**config.mk**
```make
export PLATFORM = sky130hd
export DESIGN_NAME = memory_bist_controller
export DESIGN_NICKNAME = d
export VERILOG_FILES = /design/src/rtl/memory_bist_pkg.sv /design/src/rtl/memory_bist_addr_gen.sv /design/src/rtl/memory_bist_controller.sv
export SDC_FILE = /design/constraint.sdc
export NUM_CORES = 1
export LEC_CHECK = 0
export CORE_MARGIN = 2
export CORE_UTILIZATION = 30
export CTS_CLUSTER_SIZE = 24
export DETAILED_ROUTE_END_ITERATION = 7
export PLACE_DENSITY = 0.52
export SLEW_MARGIN = 20
export SYNTH_ARGS = -nofsm -noshare
export SYNTH_HDL_FRONTEND = slang
export SYNTH_SLANG_ARGS = --single-unit
```
**constraint.sdc**
```tcl
create_clock -name clk -period 2.4 [get_ports clk]
set_input_delay 0.48 -clock clk [delete_from_list [all_inputs] [get_ports clk]]
set_output_delay 0.48 -clock clk [all_outputs]
set_load 0.03 [all_outputs]
```
**src/rtl/memory_bist_pkg.sv**
```systemverilog
// memory_bist_pkg: FSM states, March C- element table and data backgrounds shared by the BIST controller
package memory_bist_pkg;
    typedef enum logic [2:0] {IDLE, WRITE, READ, CMP, DONE} state_t;
    localparam int NUM_ELEM = 6;
    localparam logic [2:0] LAST_ELEM = 3'(NUM_ELEM - 1);
    localparam logic [7:0] DIR_DOWN = 8'b0001_1000;
    localparam logic BG0 = 1'b0;
    localparam logic BG1 = 1'b1;
endpackage

```
**src/rtl/memory_bist_addr_gen.sv**
```systemverilog
// memory_bist_addr_gen: up/down address counter; ports clk, reset, load/load_down (restart at 0 or top, latching direction), step, addr, last
module memory_bist_addr_gen #(
    parameter int ADDR_WIDTH = 16,
    parameter int RAM_DEPTH = 1 << ADDR_WIDTH
) (
    input  logic                  clk,
    input  logic                  reset,
    input  logic                  load,
    input  logic                  load_down,
    input  logic                  step,
    output logic [ADDR_WIDTH-1:0] addr,
    output logic                  last
);
    localparam logic [ADDR_WIDTH-1:0] MAX_ADDR = ADDR_WIDTH'(RAM_DEPTH - 1);
    logic [ADDR_WIDTH-1:0] addr_d, addr_q;
    logic down_d, down_q;
    always_comb begin
        down_d = load ? load_down : down_q;
        addr_d = load ? (load_down ? MAX_ADDR : '0) :
                 step ? (down_q ? addr_q - 1'b1 : addr_q + 1'b1) : addr_q;
    end
    always_ff @(posedge clk) begin
        if (reset) begin
            addr_q <= '0;
            down_q <= 1'b0;
        end else begin
            addr_q <= addr_d;
            down_q <= down_d;
        end
    end
    assign addr = addr_q;
    assign last = down_q ? (addr_q == '0) : (addr_q == MAX_ADDR);
endmodule

```
**src/rtl/memory_bist_controller.sv**
```systemverilog
// memory_bist_controller: March C- BIST engine; ports clk, reset, start -> busy/done/pass/err_count/fail_addr/fail_element, drives mem_address/mem_data_input/mem_write_enable, reads mem_data_output
module memory_bist_controller
    import memory_bist_pkg::*;
#(
    parameter int DATA_WIDTH = 8,
    parameter int ADDR_WIDTH = 16,
    parameter int RAM_DEPTH = 1 << ADDR_WIDTH
) (
    input  logic                  clk,
    input  logic                  reset,
    input  logic                  start,
    output logic                  busy,
    output logic                  done,
    output logic                  pass,
    output logic [15:0]           err_count,
    output logic [ADDR_WIDTH-1:0] fail_addr,
    output logic [2:0]            fail_element,
    output logic [ADDR_WIDTH-1:0] mem_address,
    output logic [DATA_WIDTH-1:0] mem_data_input,
    output logic                  mem_write_enable,
    input  logic [DATA_WIDTH-1:0] mem_data_output
);
    state_t state_d, state_q;
    logic [2:0] elem_d, elem_q, fe_d, fe_q;
    logic busy_d, busy_q, done_d, done_q, pass_d, pass_q, we_d, we_q;
    logic [15:0] err_d, err_q;
    logic [ADDR_WIDTH-1:0] fa_d, fa_q;
    logic [DATA_WIDTH-1:0] din_d, din_q;
    logic load, load_down, step, last, miss;
    memory_bist_addr_gen #(.ADDR_WIDTH(ADDR_WIDTH), .RAM_DEPTH(RAM_DEPTH)) u_addr (
        .clk(clk), .reset(reset), .load(load), .load_down(load_down),
        .step(step), .addr(mem_address), .last(last)
    );
    // Reads in odd elements expect background 0, in even elements background 1 (E5 reads 0)
    assign miss = mem_data_output != {DATA_WIDTH{elem_q[0] ? BG0 : BG1}};
    always_comb begin
        state_d = state_q;
        elem_d = elem_q;
        busy_d = busy_q;
        done_d = done_q;
        pass_d = pass_q;
        err_d = err_q;
        fa_d = fa_q;
        fe_d = fe_q;
        load = 1'b0;
        load_down = 1'b0;
        step = 1'b0;
        case (state_q)
            IDLE, DONE: if (start) begin
                state_d = WRITE;
                elem_d = '0;
                busy_d = 1'b1;
                done_d = 1'b0;
                pass_d = 1'b0;
                err_d = '0;
                fa_d = '0;
                fe_d = '0;
                load = 1'b1;
            end
            WRITE: if (last) begin
                elem_d = elem_q + 3'd1;
                load = 1'b1;
                load_down = DIR_DOWN[elem_d];
                state_d = READ;
            end else begin
                step = 1'b1;
                state_d = (elem_q == '0) ? WRITE : READ;
            end
            READ: state_d = CMP;
            CMP: begin
                if (miss) begin
                    err_d = (err_q == 16'hFFFF) ? err_q : err_q + 16'd1;
                    fa_d = (err_q == '0) ? mem_address : fa_q;
                    fe_d = (err_q == '0) ? elem_q : fe_q;
                end
                if (elem_q != LAST_ELEM) state_d = WRITE;
                else if (last) begin
                    state_d = DONE;
                    busy_d = 1'b0;
                    done_d = 1'b1;
                    pass_d = (err_d == '0);
                    load = 1'b1;
                end else begin
                    step = 1'b1;
                    state_d = READ;
                end
            end
            default: state_d = IDLE;
        endcase
        we_d = (state_d == WRITE);
        din_d = we_d ? {DATA_WIDTH{elem_d[0] ? BG1 : BG0}} : '0;
    end
    always_ff @(posedge clk) begin
        if (reset) begin
            state_q <= IDLE;
            elem_q <= '0;
            busy_q <= 1'b0;
            done_q <= 1'b0;
            pass_q <= 1'b0;
            err_q <= '0;
            fa_q <= '0;
            fe_q <= '0;
            we_q <= 1'b0;
            din_q <= '0;
        end else begin
            state_q <= state_d;
            elem_q <= elem_d;
            busy_q <= busy_d;
            done_q <= done_d;
            pass_q <= pass_d;
            err_q <= err_d;
            fa_q <= fa_d;
            fe_q <= fe_d;
            we_q <= we_d;
            din_q <= din_d;
        end
    end
    assign busy = busy_q;
    assign done = done_q;
    assign pass = pass_q;
    assign err_count = err_q;
    assign fail_addr = fa_q;
    assign fail_element = fe_q;
    assign mem_write_enable = we_q;
    assign mem_data_input = din_q;
endmodule

```
==> metrics.csv, run 1 <==
stage,metric,value,unit
run_status,status,"finished, final reports clean",
timing,Final Setup Violations,0,
global_routing,total gr overflow,0,
timing,Slew HR,0.604,
global_routing,gr usage total,0.190,
timing,worst setup margin,0.140,ns
setup_path,crit end category,flop,
setup_path,launch point of the worst reg-to-reg path,u_addr.addr[5],
global_routing,largest net degree at the start of global routing,43,
hold_path,HP Start,fail_addr[13],
synth,sequential area share after synthesis,0.308,
routing,Via density,5.27,
hold_path,Hold Crit Depth,2,
timing,Slew @ Worst Pin,0.594,ns
setup_path,worst r2r dst,u_addr.addr[1],
timing,worst hold margin,0.449,ns
placed_design,DP Wirelength,10200,um
setup_path,worst r2r path cells,7,
floorplan,chip height,121,um
floorplan,die area,14600,um2
floorplan,# IOs,74,
timing,clock skew,0.00776,ns
placed_design,IO Port Bufs,73,
power,Power Total,0.00289,W
synth,Synth Instances,540,
synth,top cell type's share of synthesized area,0.308,
clock_tree,clk sinks,63,
floorplan,initial cell density of the core,0.308,
placed_design,Place WS,-0.207,ns
setup_path,Startpoint Class,flop,
clock_tree,CTS max path bufs,2,
setup_path,R2R setup slack,0.14,ns
synth,mapped cell area,4090,um2
power,Static Leak,2.14,nW
timing,fin crit share,0.941,
clock_tree,latest clock arrival within the worst-skew pair,0.34,ns
synth,leading area contributor after synthesis,dfxtp_1,
synth,#FFs+latches synth,63,
floorplan,Core ar.,13300,um2
layout,diode count,0,
timing,max frequency,443,MHz
floorplan,Core Rows,42,
routing,Post-DRT Antenna Nets,0,
setup_path,CP required,2.64,ns
hold_path,worst hold path type,flop to flop,
floorplan,Die X,121,um
clock_tree,Post-CTS Setup Repair Bufs,0,
synth,synth cell count leaders,"dfxtp_1, nand2_1, a21oi_1",
setup_path,Worst Path Max Fanout,6,
layout,P&R area growth vs syn,39.1,%
timing,Tmin final,2.26,ns
synth,largest cells by area after synthesis,"dfxtp_1, a21oi_1, ha_1, nand3_1, nand2_1",
timing,final hold viol count,0,
routing,wire per inst,16.2,um
routing,initial DRC count,380,
clock_tree,CTS tree,done,
synth,"EDFF count, synth",0,
global_routing,vias in the first global route,4276,
synth,most instantiated library cell after synthesis,dfxtp_1,
routing,Post-Route WL,13500,um
synth,synthesized area per cell,7.57,um2
global_routing,initial antenna violation count,0,
synth,Post-Syn Nets,572,
synth,Post-synth ARST share,0,
synth,Yosys warning count,0,
timing,pins over their slew limit,0,
clock_tree,CTS HTree Levels,3,
layout,layout cells sized above 1,0.165,
routing,Pre-antenna DRT Iters,4,
routing,Vias,4382,
clock_tree,Root Driver,clkbuf_16,
setup_path,Setup Crit Path Kind,flop to flop,
flow_run,Max Cap Viol,0,
power,Power per Cell Area,508,nW/um2
hold_path,Min-Delay Endpoint,fail_addr[13],
global_routing,global-route wire length before repair,21900,um
power,worst vdd rail ir drop,314,uV
placed_design,GP Congestion,0.861,
clock_tree,total CTS buffers,9,
routing,DRC,0,
clock_tree,Worst-path clk slew,0.06,ns
synth,Yosys cell types,66,
setup_path,crit path from,u_addr.addr[5],
layout,Final nets,682,
setup_path,Worst EP arrival,2.50,ns
synth,"Primary FF master, synth",dfxtp_1,
worst max-delay path, stage by stage, from the launching register on:
cell	delay (ns)
dfxtp_1	0.43
nand4_1	0.11
or3_1	0.43
o22a_1	0.22
buf_4	0.15
nor2_2	0.27
a21oi_1	0.28
a221oi_1	0.28
worst max path at each step:
stage | end | slack [ns] | cells after the start
2_1_floorplan | u_addr.addr[10] | 0.02 | 8
3_3_place_gp | pass | -0.15 | 8
3_5_place_dp | pass | -0.21 | 8
4_1_cts | u_addr.addr[10] | 0.001 | 8
5_1_grt | u_addr.addr[13] | -0.02 | 9
6_report | u_addr.addr[1] | 0.14 | 7
flip-flops by register name, summed over array words and instances (netlist names):
register	cells
err_count	16
fail_addr	16
u_addr.addr	16
elem_q	3
fail_element	3
state_q	3
busy	1
done	1
mem_data_input	1
mem_write_enable	1
pass	1
u_addr.down_q	1
layout make-up:
type                       count  area [um2]
fill                        1347        7610
tap                          176         220
timing repair buffer         133        1200
inverter                      12        45.0
clock inverter                 7        73.8
clock buffer                   9         225
multi-input combinational    431        2660
sequential                    63        1270
power by group:
group          total [W]  internal (W)  switching (W)  leakage [nW]
registers        0.00111       0.00108      0.0000358         0.512
clock network    0.00131      0.000805       0.000510         0.145
logic           0.000463      0.000196       0.000267          1.49
total            0.00289       0.00208       0.000813          2.14
metrics by stage:
| stage | instances | instance area, um2 | TNS [ns] | utilization |
|---|---|---|---|---|
| after CTS | 831 | 5640 | 0 | 0.425 |
| after detailed placement | 815 | 5340 | -4.04 | 0.402 |
| after global routing | 831 | 5690 | -0.0182 | 0.428 |
| final | 831 | 5690 | 0 | 0.428 |
| after global placement | 815 | 5340 | -2.07 | 0.402 |
| after floorplan | 540 | 4090 | 0 | - |
cell families (layout without fill, tap and decap cells):
group	count (synthesis)	after routing	share of synthesized area
and+or+nand+nor	252	252	0.319
AOI/OAI and AO/OA	144	144	0.222
DFF	63	63	0.308
buffers and inverters	46	161	0.0539
adders and majority gates	21	21	0.0661
xor gates and xnor gates	11	11	0.0236
muxes	3	3	0.00765
routing by layer:
layer,track usage,up-vias,part of all wire
met2,0.303,106,0.47
met1,0.257,2042,0.48
met4,0.0654,0,0.014
met5,0,-,0
met3,0.0358,18,0.043
li1,-,2216,-
timing repair:
action | 4_1_cts | 5_1_grt
endpoints found under the setup margin | 2 | 10
resized for setup | 2 | 11
hold buffers | 0 | 0
layout by cell type, fill, tap and decap left out, types with 3 or more instances in the layout:
cell / n
nand3_1: 44
buf_4: 58
clkdlybuf4s50_1: 72
a221oi_1: 3
o22ai_1: 4
and4_1: 4
nor2_1: 48
clkbuf_16: 9
nand2b_1: 4
and2_1: 7
o21ai_1: 3
a31oi_1: 4
or4_1: 4
o21ai_0: 25
a311oi_1: 3
dfxtp_1: 60
clkinv_4: 3
and3_1: 6
a211oi_1: 9
o21a_1: 3
xor2_1: 6
nor2_2: 4
xnor2_1: 5
o211ai_1: 3
inv_1: 12
nand4_1: 12
a21oi_1: 53
nand2_1: 53
or3_1: 15
ha_1: 20
nor3b_1: 3
nor3_1: 23
a21o_1: 7
nor4_1: 9
Power figures use the tool's default switching activity.
==> inputs of run 2 (changes only) <==
- ABC_AREA: unset -> 1
==> run 2 against run 1 <==
Against the previous run: synthesized area increased by 4.9%; sequential share of layout area increased by 0.51 points; die area increased by 4.7%; hold slack improved by 0.015 ns; clock skew decreased by 0.0022 ns; first-iteration DRC count decreased by 20%; via count increased by 2.3%; wire length decreased by 1.6%; critical endpoint is now err_count[2]; largest power group unchanged; highest routed layer unchanged.
==> metrics.csv, run 2 <==
stage,metric,value,unit
run_status,status,"finished, final reports clean",
clock_tree,CTS tree,done,
layout,fin cells,911,
global_routing,initial antenna violation count,0,
floorplan,Die X,124,um
timing,final hold viol count,0,
timing,unrepaired setup endpoints after global routing,no,
synth,Synth Instances,645,
layout,post-layout util,0.397,
power,Power per Cell Area,491,nW/um2
setup_path,"Largest stage delay, worst path",0.75,ns
timing,Slew @ Worst Pin,0.521,ns
synth,synth cell count leaders,"nand2_1, a21oi_1, nor2_1",
routing,Post-Route WL,13300,um
clock_tree,hold buffers post-CTS,0,
synth,Yosys cell types,43,
placed_design,GP Congestion,0.906,
clock_tree,latest clock arrival within the worst-skew pair,0.34,ns
synth,"Primary FF master, synth",dfxtp_1,
hold_path,worst hold path type,flop to flop,
clock_tree,Worst-path clk slew,0.05,ns
clock_tree,clk sinks,63,
layout,fillcell total,1481,
placed_design,IO Port Bufs,73,
global_routing,gr usage total,0.185,
timing,Final Setup Violations,0,
layout,layout cells sized above 1,0.111,
routing,Pre-antenna DRT Iters,5,
synth,"EDFF count, synth",0,
synth,Yosys warning count,0,
global_routing,largest net degree at the start of global routing,36,
floorplan,chip height,124,um
setup_path,Buf/Inv on CP,1,
setup_path,crit end category,output pin,
flow_run,Max Cap Viol,0,
clock_tree,Post-CTS Resized,0,
setup_path,Slowest cell on crit path,clkdlybuf4s50_1,
synth,Post-synth ARST share,0,
synth,Post-Syn Nets,677,
timing,Tmin final,2.14,ns
placed_design,DP Wirelength,10100,um
clock_tree,CTS HTree Levels,3,
routing,Post-DRT Antenna Nets,0,
setup_path,worst path cell trace,clkdlybuf4s50_1,
routing,Via density,4.92,
floorplan,die area,15300,um2
synth,largest cells by area after synthesis,"dfxtp_1, nand2_1, a21oi_1, nand3_1, ha_1",
timing,fin crit share,0.890,
routing,Vias,4483,
routing,initial DRC count,304,
timing,Slew HR,0.652,
timing,max frequency,468,MHz
setup_path,"delay-heaviest family, CP",buffers and inverters,
routing,DRC,0,
setup_path,Setup Crit Path Kind,flop to output pin,
placed_design,Post-Place Cells,898,
floorplan,initial cell density of the core,0.308,
floorplan,Core Rows,43,
routing,wire per inst,14.6,um
synth,sequential area share after synthesis,0.294,
layout,Final Cell Area,5540,um2
floorplan,# IOs,74,
clock_tree,CTS max path bufs,2,
layout,diode count,0,
setup_path,Startpoint Class,flop,
layout,"commonest non-fill, non-tap cells in the layout","nand2_1, clkdlybuf4s50_1, a21oi_1",
power,Static Leak,2.27,nW
clock_tree,Root Driver,clkbuf_16,
global_routing,vias in the first global route,4388,
global_routing,total gr overflow,0,
setup_path,Worst EP arrival,1.66,ns
timing,pins over their slew limit,0,
synth,synthesized area per cell,6.65,um2
timing,clock skew,0.00559,ns
setup_path,R2R setup slack,0.27,ns
synth,#FFs+latches synth,63,
clock_tree,total CTS buffers,9,
layout,"commonest non-fill, non-tap cell in the layout",nand2_1,
floorplan,Core ar.,13900,um2
synth,top cell type's share of synthesized area,0.294,
synth,leading area contributor after synthesis,dfxtp_1,
setup_path,CP required,1.92,ns
placed_design,Post-DP Area,5280,um2
layout,P&R area growth vs syn,29.1,%
synth,most instantiated library cell after synthesis,nand2_1,
setup_path,Worst Path Max Fanout,9,
synth,mapped cell area,4290,um2
clock_tree,Post-CTS Setup Repair Bufs,0,
global_routing,global-route wire length before repair,21700,um
power,worst vdd rail ir drop,242,uV
layout,Final nets,761,
run 2: power breakdown:
group | leakage (nW) | switching (W) | internal, W
sequential | 0.512 | 0.0000456 | 0.00108
combinational | 1.63 | 0.000274 | 0.000167
clock | 0.127 | 0.000447 | 0.000704
run 2: layout make-up:
class / count / area (um2) / area share
repair buffers: 98 / 931 / 0.168
well taps: 180 / 225 / 0.0407
clock inverters: 2 / 10.0 / 0.00181
flip-flops and latches: 63 / 1260 / 0.228
clock buffers: 11 / 243 / 0.0438
inverters: 61 / 229 / 0.0413
multi-input cells: 496 / 2640 / 0.476
run 2: per-layer routing:
metal	up-vias	part of all wire	track usage	wire [um]
met2	109	0.47	0.300	6210
li1	2290	-	-	-
met4	0	0.025	0.0831	328
met3	22	0.042	0.0321	560
met5	-	0	0	0
met1	2062	0.47	0.241	6180
run 2: cells by family (layout without fill, tap and decap cells):
family,after synthesis,count (layout),share of synthesized area
muxes,1,1,0.00233
adders and majority gates,21,21,0.0630
buffers and inverters,86,172,0.0910
DFF,63,63,0.294
and+or+nand+nor,338,338,0.368
AOI/OAI and AO/OA,122,122,0.153
xor gates and xnor gates,14,14,0.0286
run 2: final timing paths:
| path | startpoint | endpoint | cells past startpoint |
|---|---|---|---|
| setup reg to reg | u_addr.down_q | u_addr.addr[15] | 11 |
| hold reg to reg | fail_addr[4] | fail_addr[4] | 2 |
| setup / recovery | err_count[2] | err_count[2] | 1 |
| hold / removal | fail_addr[4] | fail_addr[4] | 2 |
run 2: stage by stage:
step	hold slack, ns	total power (W)	TNS (ns)	worst slack, ns
after floorplan	0.484	0.00140	0	0.221
after global placement	0.455	0.00159	0	0.0268
after detailed placement	0.457	0.00159	-0.0285	-0.0285
after CTS	0.465	0.00277	0	0.208
after global routing	0.488	0.00285	0	0.0662
final	0.464	0.00272	0	0.264
==> inputs of run 3 (changes only) <==
- CORE_MARGIN: 2 -> unset
==> run 3 against run 2 <==
Against the previous run: total power rose by 6.9%; clock-buffer cell count is 1 higher; hold slack gained 0.0031 ns; via count is 1.4% lower; clock skew up 0.0028 ns; wire length is 2.7% lower; non-clock buffer count is 4 lower.
==> metrics.csv, run 3 (synthesis gave the netlist of run 2 again) <==
stage,metric,value,unit
floorplan,Core Rows,43,
placed_design,IO Port Bufs,73,
timing,Slew HR,0.636,
setup_path,Startpoint Class,flop,
setup_path,crit end category,flop,
timing,fin crit share,0.899,
clock_tree,Post-CTS Resized,0,
global_routing,vias in the first global route,4274,
routing,Vias,4418,
global_routing,largest net degree at the start of global routing,43,
routing,Pre-antenna DRT Iters,4,
global_routing,total gr overflow,0,
routing,Via density,4.85,
routing,Post-DRT Antenna Nets,0,
layout,fin cells,910,
floorplan,initial cell density of the core,0.308,
clock_tree,CTS HTree Levels,3,
routing,wire per inst,14.2,um
clock_tree,clk sinks,63,
setup_path,Worst EP arrival,2.43,ns
clock_tree,CTS tree,done,
floorplan,Die X,122,um
floorplan,Core ar.,13900,um2
layout,layout cells sized above 1,0.108,
floorplan,chip height,122,um
timing,unrepaired setup endpoints after global routing,no,
layout,"commonest non-fill, non-tap cells in the layout","nand2_1, clkdlybuf4s50_1, a21oi_1",
layout,"commonest non-fill, non-tap cell in the layout",nand2_1,
global_routing,global-route wire length before repair,21300,um
power,Static Leak,2.26,nW
timing,Tmin final,2.16,ns
timing,final hold viol count,0,
layout,diode count,0,
layout,P&R area growth vs syn,29.4,%
routing,Post-Route WL,12900,um
timing,Final Setup Violations,0,
clock_tree,hold buffers post-CTS,0,
power,worst vdd rail ir drop,389,uV
clock_tree,CTS max path bufs,2,
clock_tree,Root Driver,clkbuf_16,
timing,pins over their slew limit,0,
clock_tree,Post-CTS Setup Repair Bufs,0,
timing,Slew @ Worst Pin,0.545,ns
setup_path,R2R setup slack,0.24,ns
clock_tree,latest clock arrival within the worst-skew pair,0.34,ns
power,Power Total,0.00291,W
run_status,status,"finished, final reports clean",
placed_design,Post-Place Cells,894,
timing,clock skew,0.00835,ns
timing,max frequency,463,MHz
routing,DRC,0,
global_routing,initial antenna violation count,0,
clock_tree,total CTS buffers,9,
timing,setup TNS,0,ns
global_routing,gr usage total,0.184,
clock_tree,Worst-path clk slew,0.06,ns
floorplan,die area,14800,um2
floorplan,# IOs,74,
setup_path,CP required,2.67,ns
hold_path,worst hold path type,flop to flop,
routing,initial DRC count,313,
flow_run,Max Cap Viol,0,
placed_design,DP Wirelength,9830,um
setup_path,Worst Path Max Fanout,17,
placed_design,GP Congestion,0.835,
setup_path,Setup Crit Path Kind,flop to flop,
layout,Final nets,757,
power,Power per Cell Area,524,nW/um2
[run 3: final timing paths]
path,depth (start not counted),endpoint,startpoint
worst max-delay path,11,u_addr.addr[13],u_addr.down_q
worst min-delay path,2,fail_addr[9],fail_addr[9]
worst max register to register,11,u_addr.addr[13],u_addr.down_q
worst min register to register,2,fail_addr[9],fail_addr[9]
[run 3: cell type report]
cell class	instances	area [um2]
multi-input combinational	496	2640
sequential	63	1260
clock buffer	12	256
inverter	61	229
clock inverter	4	53.8
tap	180	225
timing repair buffer	94	888
fill	1474	8380
[run 3: worst max-delay path, cell delays in order (launching register included)]
cell,delay [ns]
dfxtp_1,0.33
buf_4,0.24
ha_1,0.32
a21oi_1,0.15
nand2_1,0.11
a21oi_1,0.25
nor2_1,0.12
nand3_1,0.08
nand3_1,0.10
a21oi_1,0.14
o21ai_0,0.12
a21oi_1,0.14
[run 3: report_power, final]
group | leakage (nW) | internal [W] | switching, W
clock | 0.145 | 0.000862 | 0.000486
combinational | 1.60 | 0.000165 | 0.000268
sequential | 0.511 | 0.00108 | 0.0000477
[run 3: stage by stage]
step                      utilization  hold WS, ns  area, um2  worst slack, ns
after floorplan                     -        0.484       4290            0.221
after global placement          0.376        0.451       5240           0.0273
after detailed placement        0.376        0.457       5240          -0.0579
after CTS                       0.398        0.467       5550            0.246
after global routing            0.398        0.486       5550           0.0273
final                           0.398        0.467       5550            0.241
[run 3: per-layer routing]
metal | vias up | global-route usage | share of wire
li1 | 2282 | - | -
met1 | 2036 | 0.232 | 0.46
met2 | 84 | 0.315 | 0.48
met3 | 16 | 0.0360 | 0.040
met4 | 0 | 0.0594 | 0.015
met5 | - | 0 | 0
